**config.mk**
```make
export PLATFORM = sky130hd
export DESIGN_NAME = counter_multimode_param
export DESIGN_NICKNAME = d
export VERILOG_FILES = /design/src/rtl/counter_multimode_param.sv
export SDC_FILE = /design/constraint.sdc
export NUM_CORES = 1
export LEC_CHECK = 0
export BUFFER_PORTS_ARGS = -buffer_cell sky130_fd_sc_hd__buf_4
export CAP_MARGIN = 20
export CORE_MARGIN = 5
export CORE_UTILIZATION = 32
export DETAILED_ROUTE_END_ITERATION = 12
export SLEW_MARGIN = 25
export SYNTH_ARGS = -nofsm -noshare
export SYNTH_HDL_FRONTEND = slang
export SYNTH_SLANG_ARGS = --single-unit
```
**constraint.sdc**
```tcl
create_clock -name clk -period 5.6 [get_ports clk]
set_input_delay 1.68 -clock clk [delete_from_list [all_inputs] [get_ports clk]]
set_output_delay 1.68 -clock clk [all_outputs]
set_load 0.03 [all_outputs]
```
**src/rtl/counter_multimode_param.sv**
```systemverilog
// Parametrised 4-mode counter (up+STEP, down-1, up+1, load) with a CI/CO cascade chain.
// Optional COUNTER_HIZ_EN tri-states Q while the counter is disabled and not in reset.
module counter_multimode_param #(
   parameter int WIDTH = 4,
   parameter int STEP  = 3
) (
   input  logic             clk,
   input  logic             RESET,
   input  logic             ENABLE,
   input  logic             CI,
   input  logic [1:0]       MODO,
   input  logic [WIDTH-1:0] D,
   output logic [WIDTH-1:0] Q,
   output logic             RCO,
   output logic             LOAD,
   output logic             CO
);

   typedef enum logic [1:0] {
      MODE_STEP = 2'b00,
      MODE_DOWN = 2'b01,
      MODE_UP   = 2'b10,
      MODE_LOAD = 2'b11
   } mode_t;

   localparam logic [WIDTH:0] STEP_EXT = (WIDTH+1)'(STEP);

   if (WIDTH < 2 || WIDTH > 32) begin : g_bad_width
      $error("counter_multimode_param: WIDTH %0d outside 2..32", WIDTH);
   end
   if (STEP < 1 || longint'(STEP) > ((longint'(1) << WIDTH) - 1)) begin : g_bad_step
      $error("counter_multimode_param: STEP %0d outside 1..2**WIDTH-1", STEP);
   end

   logic [WIDTH-1:0] cnt;
   logic [WIDTH-1:0] nxt;
   logic [WIDTH:0]   sum;
   logic             wrap;
   logic             adv;

   // The extra sum bit is the carry out of the +STEP mode.
   always_comb begin
      sum  = {1'b0, cnt} + STEP_EXT;
      nxt  = cnt;
      wrap = 1'b0;
      case (mode_t'(MODO))
         MODE_STEP: begin
            nxt  = sum[WIDTH-1:0];
            wrap = sum[WIDTH];
         end
         MODE_DOWN: begin
            nxt  = cnt - WIDTH'(1);
            wrap = (cnt == '0);
         end
         MODE_UP: begin
            nxt  = cnt + WIDTH'(1);
            wrap = (cnt == '1);
         end
         default: begin
            nxt  = cnt;
            wrap = 1'b0;
         end
      endcase
   end

   assign adv = ENABLE & CI & (MODO != MODE_LOAD);
   assign CO  = adv & wrap;

   always_ff @(posedge clk) begin
      if (RESET) begin
         cnt  <= '0;
         RCO  <= 1'b0;
         LOAD <= 1'b0;
      end else begin
         RCO  <= 1'b0;
         LOAD <= 1'b0;
         if (ENABLE && MODO == MODE_LOAD) begin
            cnt  <= D;
            LOAD <= 1'b1;
         end else if (adv) begin
            cnt <= nxt;
            RCO <= wrap;
         end
      end
   end

`ifdef COUNTER_HIZ_EN
   assign Q = (!RESET && !ENABLE) ? {WIDTH{1'bz}} : cnt;
`else
   assign Q = cnt;
`endif

endmodule
```
Word-level counts from Yosys, hierarchy flattened --
Cells that the tools add are included.
Word-level totals: register bits after elaboration 6, input bits 10, output and inout bits 7, word-level logic and storage cells 27
Cells by class: $add $sub $neg 3, eq/ne operators 5, multiplexer cells 5, bitwise gates (word level) 4, reduce and logical (&&, ||, !) cells 7
Operator list (number):
- $pmux W4 S3 | 1
- $mux W4 | 2
- $add A4 B2 Y5 const B | 1
- $add A4 B1 Y4 const B | 1
- $eq A2 B2 Y1 const B | 2
- $eq A4 B4 Y1 const B | 1
- $logic_not A4 Y1 | 1
- $reduce_bool A4 Y1 | 1
- $sub A4 B1 Y4 const B | 1
- $and A1 B1 Y1 | 3
- $pmux W1 S3 | 1
- $reduce_or A3 Y1 | 1
- $eq A2 B1 Y1 const B | 1
- $logic_not A2 Y1 | 1
- $ne A2 B2 Y1 const B | 1
- $reduce_and A2 Y1 | 1
- $reduce_bool A2 Y1 | 1
- $logic_and A1 B1 Y1 | 1
- $mux W1 | 1
- $not A1 Y1 | 1

Depth between registers and ports, before layout --
Gate-level depths: netlist of run 1.
depth in word-level cells 4, gate-level depth with buffers 9, gate-level depth less buffers 9

Worst setup path after synthesis of run 1 --
No wires, ideal clock.
path type input-to-output, start point input MODO[0], end point output CO, data arrival time 2984 ps, data required time 3920 ps, setup slack 936 ps, stages on the path 6, cell sequence inv_1 ha_1 a22oi_1 nor2b_1 a32oi_1 nor3_1
On the way: cells in the longest elaborated chain, start to end 3
Ends and longest elaborated chain:
- start, declared | RTL line 11 | input logic [1:0] MODO,
- $eq A2 B2 Y1, or another cell as far along | RTL line 46 | case (mode_t'(MODO))
- $pmux W1 S3 / $and A1 B1 Y1 (equally long branches) | RTL line 46, 66
- $and A1 B1 Y1 (*) | RTL line 67 | assign CO = adv & wrap;
- end, declared | RTL line 16 | output logic CO
Mark *: on every way between the ends. The rest lies on a longest branch, timed or not.

Worst setup path in the final report of run 1 --
Ends and elaborated chain as after synthesis.

==> results of run 1 <==
==> area by class of cell <==
cell class                      count  area (um2)  area share (%)
Clock buffer                        3        22.5            3.37
Inverter                            6        22.5            3.37
Multi-Input combinational cell     47         363            54.3
Sequential cell                     6         120            18.0
Tap cell                           16        20.0            3.00
Timing Repair Buffer               16         120            18.0
==> layer usage <==
| metal | up-vias | global-route usage [%] | wire, um |
|---|---|---|---|
| met4 | 0 | 2.62 | 0 |
| met5 | - | 0 | 0 |
| met3 | 0 | 4.73 | 80 |
| met1 | 213 | 12.9 | 544 |
| met2 | 15 | 12.3 | 492 |
| li1 | 256 | - | - |
==> worst min-delay path: stages, from the launching register on <==
cell	delay, ns
dfxtp_1	0.33
xor2_1	0.16
a211oi_1	0.09
==> stage by stage <==
step / cell area [um2] / hold slack, ns
floorplan: 517 / 0.714
global placement: 646 / 0.612
detailed placement: 646 / 0.616
CTS: 668 / 0.624
global route: 668 / 0.700
finish: 668 / 0.625
==> power by group <==
part	total (W)	switching [W]	internal, W
Clock	0.0000386	0.0000144	0.0000242
Combinational	0.0000482	0.0000262	0.0000220
Sequential	0.0000507	0.00000492	0.0000458
==> layout by cell type, fill, tap and decap left out, drive strengths merged <==
cell type  netlist  layout
clkbuf           0       3
a311o            1       1
nor4b            1       1
buf              1      16
nand3            2       2
nor2             7       7
nor4             1       1
a22oi            1       1
a32oi            1       1
o31ai            1       1
o211ai           2       2
nand2            4       4
a211oi           2       2
nor3             3       3
o22ai            1       1
ha               8       8
a21oi            2       2
xor2             2       2
nor2b            1       1
fa               1       1
and3             1       1
a222oi           1       1
dfxtp            6       6
o21ai            3       3
xnor2            1       1
inv              6       6
==> cells by family (layout without fill, tap and decap cells) <==
logic type / after synthesis / after routing
buffers and inverters: 7 / 25
adders and majority gates: 9 / 9
and+or+nand+nor: 20 / 20
xor gates and xnor gates: 3 / 3
AOI/OAI and AO/OA: 15 / 15
DFF: 6 / 6
==> flip-flops by register name, summed over array words and instances (netlist names) <==
signal  cells
Q           4
LOAD        1
RCO         1
==> final timing paths <==
path,end,from
min reg2reg,Q[3],Q[3]
max,CO,MODO[0]
max reg2reg,Q[3],Q[2]
min,Q[3],Q[3]
==> results.cfg, run 1 <==
[outcome]
status = completed

[sta]
fin_setup_tns_ns = 0
setup_violations = 0
skew_ns = 0.00499
grt_setup_unrepaired = no
relSlewSlack_pct = 76.5
min_period_over_period_pct = 80.9
setup_slack_ns = 1.07
final-hold-violation-count = 0
worst_pin_slew_ns = 0.349
maxSlewViolCount = 0
fin_crit_ns = 4.53
max_clock_freq_mhz = 221

[synth]
synth_top_area_cell = dfxtp_1
synth_compound_area_share_pct = 21.1
yosys-top-cells-area = dfxtp_1, ha_1, inv_1, nor2_1, fa_1
synthAdderAreaFrac_pct = 23.2
yosysSeqAreaShare_pct = 23.2
ys_ff_latch = 6
synth_commonest_cells = ha_1, dfxtp_1, inv_1, nor2_1, nand2_1
ys.warnings.count = 0
post-synth-top-count-cell = ha_1
synth_area_per_cell_um2 = 8.61
syn_area_um2 = 517
synth_ff_type = dfxtp_1
synthXorXnorAreaFrac_pct = 5.08
syn_nets = 79
synth_top_family_by_area = adder cells
synth_cells = 60
synth-edff-count = 0
synth-simple-area-share_pct = 20.8
ys_types = 28
synthArstFlopShare_pct = 0
yosysTopAreaCellShare_pct = 23.2
synthMuxAreaShare_pct = 0

[cells_and_area]
nNetsFinal = 99
antenna_cells = 0
fin_util_pct = 43.8
fillers = 157
final_cells = 94
area_growth_syn_to_layout_pct = 29.3
drive_above_1_share_pct = 28.2

[hold_path]
hp-class = reg2reg
min_delay_path_depth = 2

[clocking]
hold_buffers = 0
clock_latency_ns = 0.24
cts_resized = 0
cts_tree = yes
clkSlewWorstSetupHoldPaths_ns = 0.04
cts-root-buf = clkbuf_4
clock_path_buffers = 2
htreeDepth = 1
clock_sinks = 6
post_cts_buffers = 0
cts_buffers = 3

[placement]
port-buffer-count = 16
gp_congestion = 0.703
dpl.hpwl_um = 907
dp.cells = 91
pre_cts_slack_ns = 1.07

[floorplan]
die_y_um = 50.2
initial_core_util_pct = 33.9
design.die.area_mm2 = 0.00252
rows = 14
die_w_um = 50.2
pin_count = 17
core_mm2 = 0.00152

[detailed_routing]
ant_nets = 0
post_drt_wl_per_cell_um = 11.9
dr.pass1.iters = 4
viasPerCell = 5.15
vias = 484
drc = 0
drtIter0Drc = 10
drt-total-wl_mm = 1.12

[grt]
grt_first_pass_wirelength_mm = 1.79
grt_max_degree = 11
gr-usage-all-layers_pct = 9.27
antenna_found_initial = 0
gr-total-overflow = 0
grt_pass1_vias = 419

[critical_path]
cp_num_buf_inv = 3
slowest_stage = ha_1
arrival_ns = 2.85
worstPathMaxFanout = 7
required_ns = 3.92
cp_common_cell = buf_4
cp_cell_sequence = buf_4, inv_1, ha_1, a22oi_1, nor2b_1, a32oi_1, nor3_1, buf_4
cp_num_cells = 8
path_class = in2out
ff2ff_setup_slack_ns = 3.90
endpoint_kind = output port
critical_path.top_delay_family = buffers and inverters
reg2reg_depth = 6
max_stage_delay_ns = 0.27
startpoint_type = primary input

[power_and_ir_drop]
p_total_w = 0.000137
p_leak_nw = 0.302
cellPowerDensity_mw_per_mm2 = 206
ir_drop_mv = 0.111

[run]
drv_cap = 0
(Power assumes the default switching activity.)
==> inputs of run 2 (changes only) <==
- ABC_AREA: unset -> 1
- clock period: 5.6 -> 4.7 ns (I/O delays scaled with it)
==> run 2 against run 1 <==
Effect of this change: clock skew fell by 0.0034 ns; die area increased by 9.6%; core utilization fell by 0.22 points; area after synthesis is 12% higher; critical path type unchanged; count of clock-buffer cells in the layout is the same; largest power group is now combinational logic; highest routed layer unchanged; via count is 17% higher.
==> results.cfg, run 2 <==
[outcome]
status = completed

[detailed_routing]
viasPerCell = 4.46
drtIter0Drc = 3
post_drt_wl_per_cell_um = 9.39
vias = 566
dr.pass1.iters = 3
drt-total-wl_mm = 1.19
drc = 0
ant_nets = 0

[cells_and_area]
mostFrequentLayoutCells = nand2_1, buf_4, inv_1, ha_1
antenna_cells = 0
area_growth_syn_to_layout_pct = 30.0
nNetsFinal = 123
final_cells = 127
largest_reg_flops = 4
multi_input_area_um2 = 403
regArea_um2 = 120
fillers = 203
final_common_cell = nand2_1
drive_above_1_share_pct = 31.4

[clocking]
cts_tree = yes
post_cts_buffers = 0
clock_path_buffers = 2
cts-root-buf = clkbuf_4
clock_sinks = 6
cts_resized = 0
htreeDepth = 1
clock_latency_ns = 0.24
hold_buffers = 0
clkSlewWorstSetupHoldPaths_ns = 0.04
cts_buffers = 3

[critical_path]
reg2reg_depth = 8
ff2ff_setup_slack_ns = 3.19
cp-startpoint = MODO[0]
startpoint_type = primary input
rr_startpoint = Q[2]
worstPathMaxFanout = 3
arrival_ns = 2.46
path_class = in2out
crit_end = CO
r2r-end = Q[3]
endpoint_kind = output port
required_ns = 3.29

[synth]
post-synth-top-count-cell = nand2_1
synth_cells = 83
syn_area_um2 = 579
synth_top_area_cell = dfxtp_1
ys_types = 20
ys_ff_latch = 6
synthArstFlopShare_pct = 0
synth_area_per_cell_um2 = 6.98
yosysSeqAreaShare_pct = 20.7
synth_commonest_cells = nand2_1, inv_1, ha_1, dfxtp_1, nor2_1
yosysTopAreaCellShare_pct = 20.7
synth_ff_type = dfxtp_1
ys.warnings.count = 0
synth-edff-count = 0
yosys-top-cells-area = dfxtp_1, ha_1, nand2_1, inv_1, nand2_2
syn_nets = 102

[floorplan]
pin_count = 17
rows = 15
design.die.area_mm2 = 0.00276
core_mm2 = 0.00173
die_y_um = 52.5
initial_core_util_pct = 33.6
die_w_um = 52.5

[grt]
grt_max_degree = 9
antenna_found_initial = 0
gr-total-overflow = 0
gr-usage-all-layers_pct = 9.89
grt_pass1_vias = 515
grt_first_pass_wirelength_mm = 2.00

[sta]
final-hold-violation-count = 0
setup_violations = 0
setup_slack_ns = 0.832
maxSlewViolCount = 0
worst_pin_slew_ns = 0.309
whs_ns = 0.594
fin_crit_ns = 3.87
skew_ns = 0.00157
fin_setup_tns_ns = 0
min_period_over_period_pct = 82.3
grt_setup_unrepaired = no
max_clock_freq_mhz = 259
relSlewSlack_pct = 79.4

[placement]
gp_congestion = 0.797
dp.cells = 124
port-buffer-count = 16
pre_cts_slack_ns = 0.821
dpl.hpwl_mm = 1.04

[run]
drv_cap = 0

[power_and_ir_drop]
combPwrFrac_pct = 39.5
p_leak_nw = 0.386
intPower_w = 0.000116
seq_power_share_pct = 34.7
p_total_w = 0.000179
sw_frac_of_total_pct = 35.3
switchingPower_w = 0.0000630
cellPowerDensity_mw_per_mm2 = 237
p_clk_share_pct = 25.8
ir_drop_mv = 0.151

[hold_path]
hp-class = reg2reg
[run 2: cell types whose count changed after synthesis, moves of 2 or more]
cell      delta
a211oi_1     -2
a21oi_1      +2
inv_1        +5
inv_2        +4
nand2_1     +13
nand2_2      +4
nand3_1      +3
nand3_2      +2
nor3_1       -2
o21ai_0      +4
[run 2: power groups by stage]
stage	registers [W]	clock network [W]	logic (W)
2_1_floorplan	0.0000681	0	0.0000447
3_3_place_gp	0.0000632	0	0.0000702
3_5_place_dp	0.0000633	0	0.0000716
4_1_cts	0.0000624	0.0000480	0.0000718
5_1_grt	0.0000634	0.0000521	0.0000802
6_report	0.0000620	0.0000460	0.0000705
[run 2: critical path, cell delays in order]
cell	delay (ns)
buf_4	0.12
inv_1	0.07
ha_1	0.14
inv_1	0.05
o21ai_0	0.15
nand3_1	0.08
o21ai_0	0.08
nand2_1	0.09
nor2_1	0.10
buf_4	0.17
[run 2: final cells by class]
class / instances / area share, %
flip-flops and latches: 6 / 15.9
repair buffers: 16 / 15.9
well taps: 25 / 4.15
inverters: 15 / 7.48
multi-input cells: 62 / 53.5
clock buffers: 3 / 2.99
[run 2: layer usage]
metal	global-route usage (%)	vias up	routed length [um]
li1	-	302	-
met1	11.9	251	562
met2	16.5	13	572
met3	4.27	0	57
met4	1.28	0	0
met5	0	-	0
[run 2: metrics by stage]
| stage | cell area, um2 | utilization, % |
|---|---|---|
| final | 753 | 43.6 |
| after global routing | 753 | 43.6 |
| after CTS | 753 | 43.6 |
| after detailed placement | 731 | 42.3 |
| after global placement | 731 | 42.3 |
| after floorplan | 579 | - |
[run 2: cells by family (layout without fill, tap and decap cells)]
kind of cell	after synthesis	count (layout)	synth area share, %
AO/OA/AOI/OAI	13	13	13.0
XOR/XNOR	3	3	4.54
adder cells (fa/ha/maj)	9	9	20.7
buffers and inverters	15	34	9.72
flip-flops	6	6	20.7
AND/OR/NAND/NOR	37	37	31.3
[run 2: worst min-delay path by stage]
stage                     start  endpoint  slack [ns]  cells past startpoint
after global placement     Q[3]      Q[3]        0.59                      2
after global routing       Q[3]      Q[3]        0.64                      2
final                      Q[3]      Q[3]        0.59                      2
after CTS                  Q[3]      Q[3]        0.60                      2
after detailed placement   Q[3]      Q[3]        0.59                      2
after floorplan            Q[3]      Q[3]        0.66                      2
